==> src/rtl/mul_sched.sv <==
// Two-requester round-robin scheduler in front of one iterative sign-magnitude multiplier.
// Accepted pairs are multiplied one magnitude bit per cycle; results come back with a requester tag.
module mul_sched #(
  parameter int DATA_W = 32
) (
  input  logic              clk,
  input  logic              rst,
  input  logic              req0_valid,
  output logic              req0_ready,
  input  logic [DATA_W-1:0] req0_a,
  input  logic [DATA_W-1:0] req0_b,
  input  logic              req1_valid,
  output logic              req1_ready,
  input  logic [DATA_W-1:0] req1_a,
  input  logic [DATA_W-1:0] req1_b,
  output logic              resp_valid,
  input  logic              resp_ready,
  output logic              resp_id,
  output logic [DATA_W-1:0] resp_out,
  output logic              resp_ovf,
  output logic              busy
);

  localparam int MAG_W = DATA_W - 1;
  localparam int CNT_W = $clog2(MAG_W + 1);

  typedef enum logic [1:0] {IDLE, RUN, DONE} state_t;

  state_t              state, state_nx;
  logic                prio;
  logic                grant0, grant1;
  logic                accept, last_step, resp_fire;
  logic                sign, id;
  logic [2*MAG_W-1:0]  mcand, acc, acc_nx;
  logic [MAG_W-1:0]    mplier;
  logic [CNT_W-1:0]    cnt;
  logic [DATA_W-1:0]   a_sel, b_sel;

  // A zero magnitude is always reported as positive zero.
  function automatic logic [DATA_W-1:0] pack_result(input logic s, input logic [MAG_W-1:0] mag);
    return {s & (|mag), mag};
  endfunction

  always_comb begin
    grant0    = req0_valid && (!req1_valid || !prio);
    grant1    = req1_valid && (!req0_valid || prio);
    accept    = (state == IDLE) && rst && (grant0 || grant1);
    last_step = (state == RUN) && (cnt == CNT_W'(MAG_W - 1));
    resp_fire = (state == DONE) && resp_ready;
    acc_nx    = mplier[0] ? acc + mcand : acc;
    a_sel     = grant1 ? req1_a : req0_a;
    b_sel     = grant1 ? req1_b : req0_b;
  end

  always_ff @(posedge clk or negedge rst) begin
    if (!rst) state <= IDLE;
    else      state <= state_nx;
  end

  always_comb begin
    state_nx = state;
    case (state)
      IDLE:    if (accept)    state_nx = RUN;
      RUN:     if (last_step) state_nx = DONE;
      DONE:    if (resp_fire) state_nx = IDLE;
      default: state_nx = IDLE;
    endcase
  end

  always_comb begin
    req0_ready = rst && (state == IDLE) && grant0;
    req1_ready = rst && (state == IDLE) && grant1;
    busy       = (state != IDLE);
  end

  // Operand capture, shift-and-add step, and response register on the final step.
  always_ff @(posedge clk or negedge rst) begin
    if (!rst) begin
      prio       <= 1'b0;
      sign       <= 1'b0;
      id         <= 1'b0;
      mcand      <= '0;
      mplier     <= '0;
      acc        <= '0;
      cnt        <= '0;
      resp_valid <= 1'b0;
      resp_out   <= '0;
      resp_id    <= 1'b0;
      resp_ovf   <= 1'b0;
    end else if (accept) begin
      sign   <= a_sel[DATA_W-1] ^ b_sel[DATA_W-1];
      mcand  <= {{MAG_W{1'b0}}, a_sel[MAG_W-1:0]};
      mplier <= b_sel[MAG_W-1:0];
      acc    <= '0;
      cnt    <= '0;
      id     <= grant1;
    end else if (state == RUN) begin
      acc    <= acc_nx;
      mcand  <= mcand << 1;
      mplier <= mplier >> 1;
      cnt    <= cnt + CNT_W'(1);
      if (last_step) begin
        resp_valid <= 1'b1;
        resp_out   <= pack_result(sign, acc_nx[MAG_W-1:0]);
        resp_ovf   <= |acc_nx[2*MAG_W-1:MAG_W];
        resp_id    <= id;
      end
    end else if (resp_fire) begin
      resp_valid <= 1'b0;
      prio       <= ~resp_id;
    end
  end

endmodule

==> config.mk <==
export PLATFORM = sky130hd
export DESIGN_NAME = mul_sched
export DESIGN_NICKNAME = d
export VERILOG_FILES = /design/src/rtl/mul_sched.sv
export SDC_FILE = /design/constraint.sdc
export NUM_CORES = 1
export LEC_CHECK = 0
export BUFFER_PORTS_ARGS = -buffer_cell sky130_fd_sc_hd__buf_2
export CORE_MARGIN = 1.5
export CORE_UTILIZATION = 50
export DETAILED_ROUTE_END_ITERATION = 8
export PLACE_DENSITY = 0.69
export SYNTH_ARGS = -nofsm -noshare
export SYNTH_HDL_FRONTEND = slang
export SYNTH_SLANG_ARGS = --single-unit
==> constraint.sdc <==
create_clock -name clk -period 4.46 [get_ports clk]
set_input_delay 0.892 -clock clk [delete_from_list [all_inputs] [get_ports clk]]
set_output_delay 0.892 -clock clk [all_outputs]
set_load 0.03 [all_outputs]
After elaboration in Yosys (flattened, before gate mapping)
Index checks and enable logic that the tools add are counted.
{"block": "classes", "add_sub_neg": 2, "n_eq_ne": 6, "n_mux": 18, "bitwise": 5, "n_reduce_logical": 24}
{"op": "$mux W62", "count": 5}
{"op": "$mux W32", "count": 2}
{"op": "$add A62 B62 Y62", "count": 1}
{"op": "$mux W31", "count": 2}
{"op": "$reduce_or A31 Y1", "count": 2}
{"op": "$reduce_and A3 Y1", "count": 4}
{"op": "$mux W5", "count": 2}
{"op": "$logic_and A1 B1 Y1", "count": 8}
{"op": "$mux W2", "count": 3}
{"op": "$ne A2 B2 Y1 const B", "count": 3}
{"op": "$pmux W2 S3", "count": 1}
{"op": "$reduce_bool A2 Y1", "count": 3}
{"op": "$add A5 B1 Y5 const B", "count": 1}
{"op": "$eq A5 B5 Y1 const B", "count": 1}
{"op": "$logic_not A1 Y1", "count": 3}
{"op": "$logic_or A1 B1 Y1", "count": 3}
{"op": "$mux W1", "count": 3}
{"op": "$not A1 Y1", "count": 3}
{"op": "$eq A2 B1 Y1 const B", "count": 1}
{"op": "$eq A2 B2 Y1 const B", "count": 1}
{"op": "$logic_not A2 Y1", "count": 1}
{"op": "$and A1 B1 Y1", "count": 1}
{"op": "$xor A1 B1 Y1", "count": 1}
{"block": "word_totals", "regBits": 200, "input_bits": 133, "out_inout_bits": 38, "wordCells": 67}

Longest topological paths before layout
Gate-level depths: netlist of the first run.
{"block": "logic_depth", "word_depth": 7, "ltp_mapped": 14, "depth_no_buf": 14}

Worst setup path before layout of the first run
Ideal clock, no wire load.
{"block": "synth_path", "kind": "reg-to-reg", "from": "register acc[0]", "to": "register resp_ovf", "setup_ns": 0.134, "t_arrival_ns": 3.347, "required_ns": 4.326, "setup_slack_ns": 0.979, "stages_incl_launch_ff": 15, "path_buffers": 0, "synth_period_minus_slack_ns": 3.481, "cell_sequence": "dfrtp_1 > ha_1 > inv_1 > fa_1 > nand2b_1 > a21o_1 > and3_1 > o211ai_1 > o211ai_1 > and4_1 > or2_1 > o31a_1 > xnor2_1 > a2111oi_2 > a21oi_1"}
{"block": "synth_between", "elab_chain_len": 3}
{"item": "start: declaration", "line": "34", "rtl": "logic [2*MAG_W-1:0] mcand, acc, acc_nx;"}
{"item": "start signal: assignment", "line": "98", "rtl": "acc <= acc_nx;"}
{"item": "$add A62 B62 Y62", "line": "50", "rtl": "acc_nx = mplier[0] ? acc + mcand : acc;"}
{"item": "$mux W62", "line": "50"}
{"item": "$reduce_or A31 Y1", "line": "105", "rtl": "resp_ovf <= |acc_nx[2*MAG_W-1:MAG_W];"}
{"item": "end signal: assignment", "line": "105"}
{"item": "end: declaration", "line": "20", "rtl": "output logic resp_ovf,"}
No other way between the ends.
A chain may end at the register's enable or synchronous reset.

Worst setup path in the final report of the first run
Ends and elaborated chain as after synthesis.

==> results of run 1 <==
-- layer usage --
layer	routed length [um]	part of all wire	global-route usage	vias to the layer above
met5	0	0	0	-
met4	815	0.020	0.0791	0
li1	-	-	-	6064
met3	2620	0.063	0.0444	56
met2	18400	0.44	0.469	449
met1	19800	0.47	0.454	6153
-- worst paths after layout --
| kind | start | cells after the start | end | slack (ps) |
|---|---|---|---|---|
| max in group asynchronous | rst | 2 | mcand[5]$_DFFE_PN0N_ | 2870 |
| min reg2reg | resp_out[23]$_DFFE_PN0P_ | 2 | resp_out[23]$_DFFE_PN0P_ | 480 |
| min | rst | 1 | mcand[48]$_DFFE_PN0N_ | 390 |
| max | acc[0]$_DFFE_PN0N_ | 14 | resp_ovf$_DFFE_PN0P_ | 320 |
| max reg2reg | acc[0]$_DFFE_PN0N_ | 14 | resp_ovf$_DFFE_PN0P_ | 320 |
| min in group clk | resp_out[23]$_DFFE_PN0P_ | 2 | resp_out[23]$_DFFE_PN0P_ | 480 |
-- layout make-up --
type / instances / share of cell area
clock inverters: 15 / 0.0126
flip-flops and latches: 200 / 0.335
repair buffers: 190 / 0.0693
well taps: 335 / 0.0281
clock buffers: 17 / 0.0285
multi-input cells: 1280 / 0.520
inverters: 25 / 0.00628
-- cell families after synthesis --
family          share of synthesized area
buf+inv                            0.0374
flops                               0.378
compound gates                      0.271
xor+xnor                           0.0351
simple gates                        0.195
fa+ha+maj                          0.0611
mux                                0.0228
-- sequential cells by signal (all words and copies together) (netlist names) --
register / flops
acc: 62
mcand: 62
resp_out: 32
mplier: 31
cnt: 5
state: 2
id: 1
prio: 1
resp_id: 1
resp_ovf: 1
resp_valid: 1
sign: 1
-- cells in the final DEF, fill, tap and decap left out, types with 41 or more instances in the layout --
cell type and count:
a21oi_1 158, ha_1 63, buf_2 169, nand2_1 337, o21ai_0 168, a221o_1 60, nor2_1 78, nand3_1 41
dfrtp_1 199
-- per-stage QoR --
stage,utilization,total power [uW],area (um2)
finish,0.575,11800,14900
global route,0.575,12600,14900
floorplan,-,8030,13200
global placement,0.551,9950,14300
detailed placement,0.551,10000,14300
CTS,0.575,11700,14900
-- worst reg2reg max path: cells and delay by family (launching register included) --
family                   cells  cell delay (ps)
AO/OA/AOI/OAI                6             1800
XOR/XNOR                     1              170
adder cells (fa/ha/maj)      2              630
buffers and inverters        1               80
flip-flops                   1              400
AND/OR/NAND/NOR              4              930
-- power by group through the flow --
| stage | logic (uW) | clock network [uW] | registers [uW] |
|---|---|---|---|
| finish | 6900 | 1640 | 3220 |
| global placement | 6750 | 0 | 3210 |
| floorplan | 4800 | 0 | 3230 |
| CTS | 6840 | 1670 | 3210 |
| global route | 7570 | 1730 | 3310 |
| detailed placement | 6810 | 0 | 3220 |
==> run metrics, run 1 <==
fraction of final layout cells with drive strength greater than 1=0.146; fillers=2416; Resized cells post-CTS=0; pin count of the biggest net entering global routing=153; via count of the routed design=12.7k; crit path cell chain=ha_1 -> inv_1 -> fa_1 -> nand2b_1 -> a21o_1 -> and3_1 -> o211ai_1 -> o211ai_1 -> and4_1 -> or2_1 -> o31a_1 -> xnor2_1 -> a2111oi_2 -> a21oi_1; die outline width=between 150 and 200 um; share of the clock period used by the worst path=0.929; starting utilization of the core area=0.509; worst path setup slack after routing=approximately 320 ps; register area=5010 um2; measured slew at the worst slew-check pin=between 1000 and 1500 ps; synth-to-layout area growth=12.9%; global route overflow=0; cell at the slowest stage of the critical path=o211ai_1; endpoint required time on the critical path=4780 ps; TritonRoute pass-1 iters=5; number of H-tree levels=4; clk_skew=17.6 ps; final setup violation count=0; top post-synthesis cells by area=dfrtp_1 38%, nand2_1 9.6%, o21ai_0 6.4%; cell count after placement=2030; routed length per placed instance=20.2 um; portion of total power attributed to sequential cells=0.274; Synthesized Nets=1806; status=complete, no violations; type of element launching the critical path=flip-flop; internal portion of total power=slightly below 6000 uW; hold buffer count at cts=0; Slew Viols, Final=0; placer's final routability congestion estimate=slightly below 1; shortest clock period the worst path allows after layout=approximately 4100 ps; post-synthesis instance area=13200 um2; Max Fanout on Critical Path=6; gate count of the mapped netlist=1609; worst ir drop on vdd=0.351 mV; synth unique cells=72; dominant cell type by area after synthesis=dfrtp_1; Yosys warning total=0; antenna-violating nets left=0; proportion of synthesized chip area in sequential cells=0.378; max incr delay on CP=500 ps; initial antenna violation count=0; TritonCTS buffer count=17; Post-route DRC=0; sort of element at the end of the critical path=flip-flop; area used by multi-input combinational logic=approximately 7800 um2; area of the core=26000 um2; most repeated library cell on the critical path=o211ai_1; ys flop type=dfrtp_1; share of the synthesized area in the top cell type=0.378; arrival time worst endpoint=4470 ps; RSZ-0062 raised after global routing=no; wire length of the first global-routing pass=67.6 mm; switching share of power=0.507; number of setup buffers added after CTS=0; number of clock sinks=200; number of port buffers=170; WP buf/inv=1; CTS Buffer Depth=2; combinational cell fraction of total power=0.587; via count of the first global-routing pass=between 10k and 15k; Clock power frac=0.140; leakage power summed over all cells=0.00691 uW; aggregate routed wire length=41.6 mm; fraction of registers with async set/reset=1.00; boundary pin count=171; clock latency at the later pin of the worst-skew pair=450 ps; sw power=between 5000 and 6000 uW; number of non-filler instances in the completed layout=~2.1k; vias per cell=6.17; worst slack after detailed placement=385 ps; CTS root buf=clkbuf_16; clock input transition at the sequential cells of the worst setup and hold paths=around 90 ps; Ant. Diodes=0; placement row count=59; maximum clock frequency=0.241 GHz; cell class contributing the biggest share of worst-path delay=compound AO/OA/AOI/OAI gates; synth cell count leaders=338 x nand2_1, 200 x dfrtp_1, 168 x o21ai_0; Total Neg Setup Slack=0 ps; cell with the most instances after synthesis=nand2_1; number of register bits inferred by synthesis=200; Avg Inst Size Synth=~8 um2; category of the most critical setup path=flip-flop to flip-flop; max cap viols=0; power density over cell area=787 nW/um2; GRT Overall Usage=0.306; Die Span Y=166 um; Rel. slew slack=0.280; EDFF count, synth=0; total die area=27400 um2; hpwl dp=30.3 mm; Hold Path Class=input pin to async pin; clock tree from TritonCTS=built; final net count=1911; final count of hold timing violations=0; Worst Hold Margin=390 ps; violation count after the first detailed-route iteration=between 1k and 1.5k
Note: power is estimated with default switching activity, not from simulation.
==> run 2, diff against run 1 <==
--- a/config.mk
+++ b/config.mk
@@ -5,7 +5,7 @@
 export SDC_FILE = /design/constraint.sdc
 export NUM_CORES = 1
 export LEC_CHECK = 0
-export BUFFER_PORTS_ARGS = -buffer_cell sky130_fd_sc_hd__buf_2
+export BUFFER_PORTS_ARGS = -buffer_cell sky130_fd_sc_hd__buf_4
 export CORE_MARGIN = 1.5
 export CORE_UTILIZATION = 50
 export DETAILED_ROUTE_END_ITERATION = 8
==> run metrics, run 2 (same netlist as run 1, synthesis figures left out) <==
Ant. Diodes=0 (unchanged); global route overflow=0 (unchanged); number of H-tree levels=4 (unchanged); most frequent cells in the layout=337 x nand2_1, 199 x dfrtp_1, 194 x buf_4, 168 x o21ai_0, 158 x a21oi_1; maximum clock frequency=0.249 GHz (+3.0%); GRT Overall Usage=0.305 (-0.00178); CTS root buf=clkbuf_16; hold buffer count at cts=0 (unchanged); max incr delay on CP=500 ps (about the same); combinational cell fraction of total power=0.589 (+0.002); number of non-filler instances in the completed layout=2067 (+0.24%); Die Span Y=166 um (unchanged); hpwl dp=31.4 mm (+3.6%); category of the most critical setup path=flip-flop to flip-flop; placement row count=59 (unchanged); path depth of the worst reg2reg path=12 (-2); reg-to-reg slack, setup=440 ps (+120 ps); boundary pin count=171 (unchanged); arrival time worst endpoint=4340 ps (-130 ps); leakage power summed over all cells=0.00704 uW (+2.0%); aggregate routed wire length=41.8 mm (+0.50%); Hold Path Class=input pin to async pin; final setup violation count=0 (unchanged); wire length of the first global-routing pass=66.9 mm (-0.99%); sort of element at the end of the critical path=flip-flop; clock input transition at the sequential cells of the worst setup and hold paths=90 ps (about the same); largest registers=acc x62, mcand x62, resp_out x32; starting utilization of the core area=0.509 (unchanged); total power consumption of the routed design=11900 uW (+0.98%); Total Neg Setup Slack=0 ps (unchanged); status=complete, no violations; fraction of final layout cells with drive strength greater than 1=0.148 (+0.00247); number of clock sinks=200 (unchanged); CTS Buffer Depth=2 (unchanged); placer's final routability congestion estimate=0.959 (-0.17%); total die area=27400 um2 (unchanged); routed length per placed instance=20.2 um (+0.26%); number of setup buffers added after CTS=0 (unchanged); antenna-violating nets left=0 (unchanged); shortest clock period the worst path allows after layout=4020 ps (-122 ps); clock tree from TritonCTS=built; worst ir drop on vdd=0.399 mV (+14%); Slew Viols, Final=0 (unchanged); vias per cell=6.20 (+0.56%); Resized cells post-CTS=0 (unchanged); internal portion of total power=5900 uW (+1.8%); final count of hold timing violations=0 (unchanged); Worst Hold Margin=403 ps (+13.2 ps); TritonRoute pass-1 iters=5 (unchanged); clock latency at the later pin of the worst-skew pair=450 ps (about the same); clk_skew=15.7 ps (-1.88 ps); power density over cell area=772 nW/um2 (-1.9%); cell at the slowest stage of the critical path=a221oi_1; RSZ-0062 raised after global routing=no; Post-route DRC=0 (unchanged); TritonCTS buffer count=17 (unchanged); share of the clock period used by the worst path=0.901 (-0.0273); via count of the first global-routing pass=12.1k (-1.3%); most frequent standard cell in the layout excluding fill and tap cells=nand2_1; cell class contributing the biggest share of worst-path delay=compound AO/OA/AOI/OAI gates; area of the core=26000 um2 (unchanged); R2R Path Start=mcand[34]$_DFFE_PN0N_; violation count after the first detailed-route iteration=1300 (+7.3%); Max Fanout on Critical Path=9 (+3); max cap viols=0 (unchanged); Clock power frac=0.137 (-0.003); WP buf/inv=0 (-1); cell count after placement=2036 (+0.30%); pin count of the biggest net entering global routing=100 (-35%); endpoint required time on the critical path=4780 ps (about the same); sw power=5980 uW (+0.23%); die outline width=166 um (unchanged); number of cells on the critical path=12 (-2); number of port buffers=170 (unchanged); synth-to-layout area growth=16.3%; most repeated library cell on the critical path=a21oi_1; type of element launching the critical path=flip-flop; portion of total power attributed to sequential cells=0.274 (about the same); crit path cell chain=ha_1 -> a21oi_1 -> o21ai_0 -> a221oi_1 -> o31ai_1 -> a32o_1 -> or3_1 -> a221o_1 -> a211oi_2 -> o2111ai_1 -> a2111oi_2 -> a21oi_1; initial antenna violation count=2 (+2); switching share of power=0.503 (-0.00377); final net count=1917 (+0.31%); destination of the worst register-to-register timing path=resp_ovf$_DFFE_PN0P_; Rel. slew slack=0.298 (+0.0182); measured slew at the worst slew-check pin=1050 ps (-23.3 ps); via count of the routed design=12.8k (+0.80%)
[run 2: cell count changes in the layout (fill, tap and decap cells not counted), sizes merged]
cell | previous run | this run
buf | 189 | 195
clkinv | 8 | 7
[run 2: worst max path at each step]
stage / startpoint / endpoint
after floorplan: acc[0]$_DFFE_PN0N_ / resp_ovf$_DFFE_PN0P_
after global placement: mcand[34]$_DFFE_PN0N_ / resp_ovf$_DFFE_PN0P_
after detailed placement: mcand[34]$_DFFE_PN0N_ / resp_ovf$_DFFE_PN0P_
after CTS: mcand[34]$_DFFE_PN0N_ / resp_ovf$_DFFE_PN0P_
after global routing: mcand[34]$_DFFE_PN0N_ / resp_ovf$_DFFE_PN0P_
final: mcand[34]$_DFFE_PN0N_ / resp_ovf$_DFFE_PN0P_
[run 2: cell type report]
cell class              count  area [um2]
multi-input cells        1280        7770
fillers                  2369       10600
well taps                 335         419
clock inverters            14         180
inverters                  25        93.8
repair buffers            196        1490
clock buffers              17         425
flip-flops and latches    200        5010
[run 2: per-stage QoR]
step | cell area [um2] | utilization | setup WS [ps]
floorplan | 13200 | - | 979
global placement | 14800 | 0.569 | 627
detailed placement | 14800 | 0.569 | 498
CTS | 15400 | 0.592 | 474
global route | 15400 | 0.592 | 205
finish | 15400 | 0.592 | 440
[run 2: metal layers]
metal	GRT usage	vias up	wire (um)
met3	0.0471	53	3240
met4	0.0760	0	667
met5	0	-	0
met1	0.463	6173	19500
met2	0.451	529	18400
li1	-	6069	-
[run 2: power by group through the flow]
stage | registers [uW] | clock network (uW) | logic (uW)
after floorplan | 3230 | 0 | 4800
after global placement | 3250 | 0 | 6820
after detailed placement | 3270 | 0 | 6880
after CTS | 3250 | 1640 | 6910
after global routing | 3360 | 1710 | 7660
final | 3260 | 1630 | 7000
==> run 3, diff against run 2 <==
--- a/config.mk
+++ b/config.mk
@@ -5,11 +5,12 @@
 export SDC_FILE = /design/constraint.sdc
 export NUM_CORES = 1
 export LEC_CHECK = 0
+export ABC_AREA = 1
 export BUFFER_PORTS_ARGS = -buffer_cell sky130_fd_sc_hd__buf_4
 export CORE_MARGIN = 1.5
 export CORE_UTILIZATION = 50
 export DETAILED_ROUTE_END_ITERATION = 8
-export PLACE_DENSITY = 0.69
+export PLACE_DENSITY = 0.68
 export SYNTH_ARGS = -nofsm -noshare
 export SYNTH_HDL_FRONTEND = slang
 export SYNTH_SLANG_ARGS = --single-unit
==> run metrics, run 3 <==
aggregate routed wire length=49.8 mm (+19%); Yosys warning total=0 (unchanged); Worst Hold Margin=379 ps (-24.4 ps); total placed instance area=16700 um2 (+13%); TritonCTS buffer count=17 (unchanged); fillers=2985 (+26%); number of clock sinks=200 (unchanged); pin count of the biggest net entering global routing=118 (+18%); routed length per placed instance=17.3 um (-14%); boundary pin count=171 (unchanged); measured slew at the worst slew-check pin=1070 ps (+20.3 ps); vias per cell=5.26 (-15%); endpoint required time on the critical path=4800 ps (+20 ps); synth-to-layout area growth=14.6%; final count of hold timing violations=0 (unchanged); CTS Buffer Depth=2 (unchanged); Post-route DRC=0 (unchanged); Resized cells post-CTS=0 (unchanged); synth cell count leaders=824 x nand2_1, 503 x inv_1, 200 x dfrtp_1; number of setup buffers added after CTS=0 (unchanged); clock input transition at the sequential cells of the worst setup and hold paths=80 ps (about the same); share of the synthesized area in the top cell type=0.331 (-0.0470); Rel. slew slack=0.285 (-0.0135); clock latency at the later pin of the worst-skew pair=450 ps (about the same); hpwl dp=39.3 mm (+25%); gate count of the mapped netlist=2344 (+46%); CTS root buf=clkbuf_16; type of element launching the critical path=flip-flop; leakage power summed over all cells=0.00985 uW (+40%); fraction of final layout cells with drive strength greater than 1=0.118 (-0.0305); most repeated library cell on the critical path=nand2_1; reg-to-reg slack, setup=970 ps (+530 ps); placer's final routability congestion estimate=0.982 (+2.4%); ys flop type=dfrtp_1; Die Span Y=177 um (+6.7%); global route overflow=0 (unchanged); synth unique cells=44 (-39%); initial antenna violation count=0 (-2); max cap viols=0 (unchanged); max incr delay on CP=380 ps (-120 ps); violation count after the first detailed-route iteration=1296 (-0.31%); area of the core=29700 um2 (+14%); TritonRoute pass-1 iters=8 (+3); final setup violation count=0 (unchanged); shortest clock period the worst path allows after layout=3490 ps (-532 ps); starting utilization of the core area=0.508 (-0.000761); dominant cell type by area after synthesis=dfrtp_1; worst path setup slack after routing=972 ps (+532 ps); power density over cell area=821 nW/um2 (+6.4%); R2R Path Start=mcand[0]$_DFFE_PN0N_; Max Fanout on Critical Path=3 (-6); clk_skew=10.4 ps (-5.33 ps); EDFF count, synth=0 (unchanged); Ant. Diodes=0 (unchanged); worst slack after detailed placement=907 ps (+409 ps); RSZ-0062 raised after global routing=no; destination of the worst register-to-register timing path=resp_out[31]$_DFFE_PN0P_; cell at the slowest stage of the critical path=dfrtp_1; proportion of synthesized chip area in sequential cells=0.331 (-0.0470); total power consumption of the routed design=14200 uW (+20%); share of the clock period used by the worst path=0.782 (-0.119); design area=17300 um2 (+13%); Hold Path Class=input pin to async pin; antenna-violating nets left=0 (unchanged); arrival time worst endpoint=3830 ps (-510 ps); clock tree from TritonCTS=built; post-synthesis instance area=15100 um2 (+14%); category of the most critical setup path=flip-flop to flip-flop; Slew Viols, Final=0 (unchanged); placement row count=63 (+6.8%); fraction of registers with async set/reset=1.00 (unchanged); number of H-tree levels=4 (unchanged); via count of the first global-routing pass=14.2k (+17%); status=complete, no violations; number of port buffers=170 (unchanged); Avg Inst Size Synth=6.45 um2 (-22%); Synthesized Nets=2541 (+41%); final net count=2670 (+39%); wire length of the first global-routing pass=77.5 mm (+16%); maximum clock frequency=0.287 GHz (+15%); most frequent standard cell in the layout excluding fill and tap cells=nand2_1; crit path cell chain=ha_1 -> inv_1 -> fa_1 -> inv_1 -> nand3_1 -> nor2_1 -> nor2_1 -> o21ai_1 -> xnor2_1 -> nand2_1 -> nand2_1 -> nand2_1 -> nor2_1 -> nand3_1 -> nor2_1 -> nand3_1 -> nand2_1 -> nand2_1; worst ir drop on vdd=0.348 mV (-13%); number of register bits inferred by synthesis=200 (unchanged); top post-synthesis cells by area=dfrtp_1 33%, nand2_1 20%, inv_1 12%; via count of the routed design=15.1k (+18%); largest registers=acc x62, mcand x62, resp_out x32; GRT Overall Usage=0.326 (+0.0211); most frequent cells in the layout=823 x nand2_1, 503 x inv_1, 200 x dfrtp_1, 180 x buf_4, 108 x nor2_1; path depth of the worst reg2reg path=18 (+6); sort of element at the end of the critical path=flip-flop; cell with the most instances after synthesis=nand2_1; die outline width=177 um (+6.7%); Total Neg Setup Slack=0 ps (unchanged); hold buffer count at cts=0 (unchanged); total die area=31300 um2 (+14%)
==> run 3: cell count changes in the layout (fill, tap and decap cells not counted), moves of 42 or more <==
cell      before  now
a21oi_1      158   43
nand3_1       41   97
o22ai_1        2   82
o21ai_0      168   91
o221ai_1       1   43
nand2_1      337  823
inv_1         25  503
a221o_1       60    0
==> run 3: final cells by class <==
class,count,area (um2),area share
Clock buffer,18,429,0.0248
Clock inverter,14,184,0.0106
Inverter,519,1950,0.113
Multi-Input combinational cell,1553,7870,0.455
Sequential cell,200,5000,0.289
Tap cell,390,488,0.0282
Timing Repair Buffer,182,1390,0.0800
==> run 3: worst max-delay path: cells and delay by family, from the launching register on <==
family | cells | cell delay, ps
xor+xnor | 1 | 170
simple gates | 12 | 1670
buf+inv | 2 | 180
flops | 1 | 380
fa+ha+maj | 2 | 590
compound gates | 1 | 370
==> run 3: routing by layer <==
metal | part of all wire | vias up | GRT usage
met5 | 0 | - | 0
met4 | 0.017 | 0 | 0.0734
met3 | 0.078 | 50 | 0.0490
met2 | 0.44 | 546 | 0.511
met1 | 0.46 | 6951 | 0.472
li1 | - | 7571 | -
==> run 3: where the power goes <==
group	internal [uW]	leakage (uW)	total (uW)	switching [uW]
combinational	2940	0.00704	9250	6310
sequential	2660	0.00252	3300	648
clock	856	0.000294	1670	813
==> run 3: how the worst max path moves through the flow <==
stage,from,endpoint
after CTS,mcand[0]$_DFFE_PN0N_,resp_out[31]$_DFFE_PN0P_
after floorplan,req0_valid,acc[45]$_DFFE_PN0N_
after global routing,mcand[0]$_DFFE_PN0N_,resp_out[31]$_DFFE_PN0P_
after global placement,rst,acc[33]$_DFFE_PN0N_
final,mcand[0]$_DFFE_PN0N_,resp_out[31]$_DFFE_PN0P_
after detailed placement,rst,mplier[28]$_DFFE_PN0N_
==> run 3: metrics by stage <==
step | util | instances
after global routing | 0.583 | 2876
final | 0.583 | 2876
after CTS | 0.583 | 2876
after floorplan | - | 2344
after detailed placement | 0.562 | 2844
after global placement | 0.562 | 2844
==> run 3: kinds of logic (layout without fill, tap and decap cells) <==
group	Yosys count	after routing	synth area share
simple gates	1117	1117	0.305
buf+inv	591	733	0.148
compound gates	334	334	0.138
flops	200	200	0.331
fa+ha+maj	64	64	0.0535
xor+xnor	30	30	0.0174
mux	8	8	0.00596
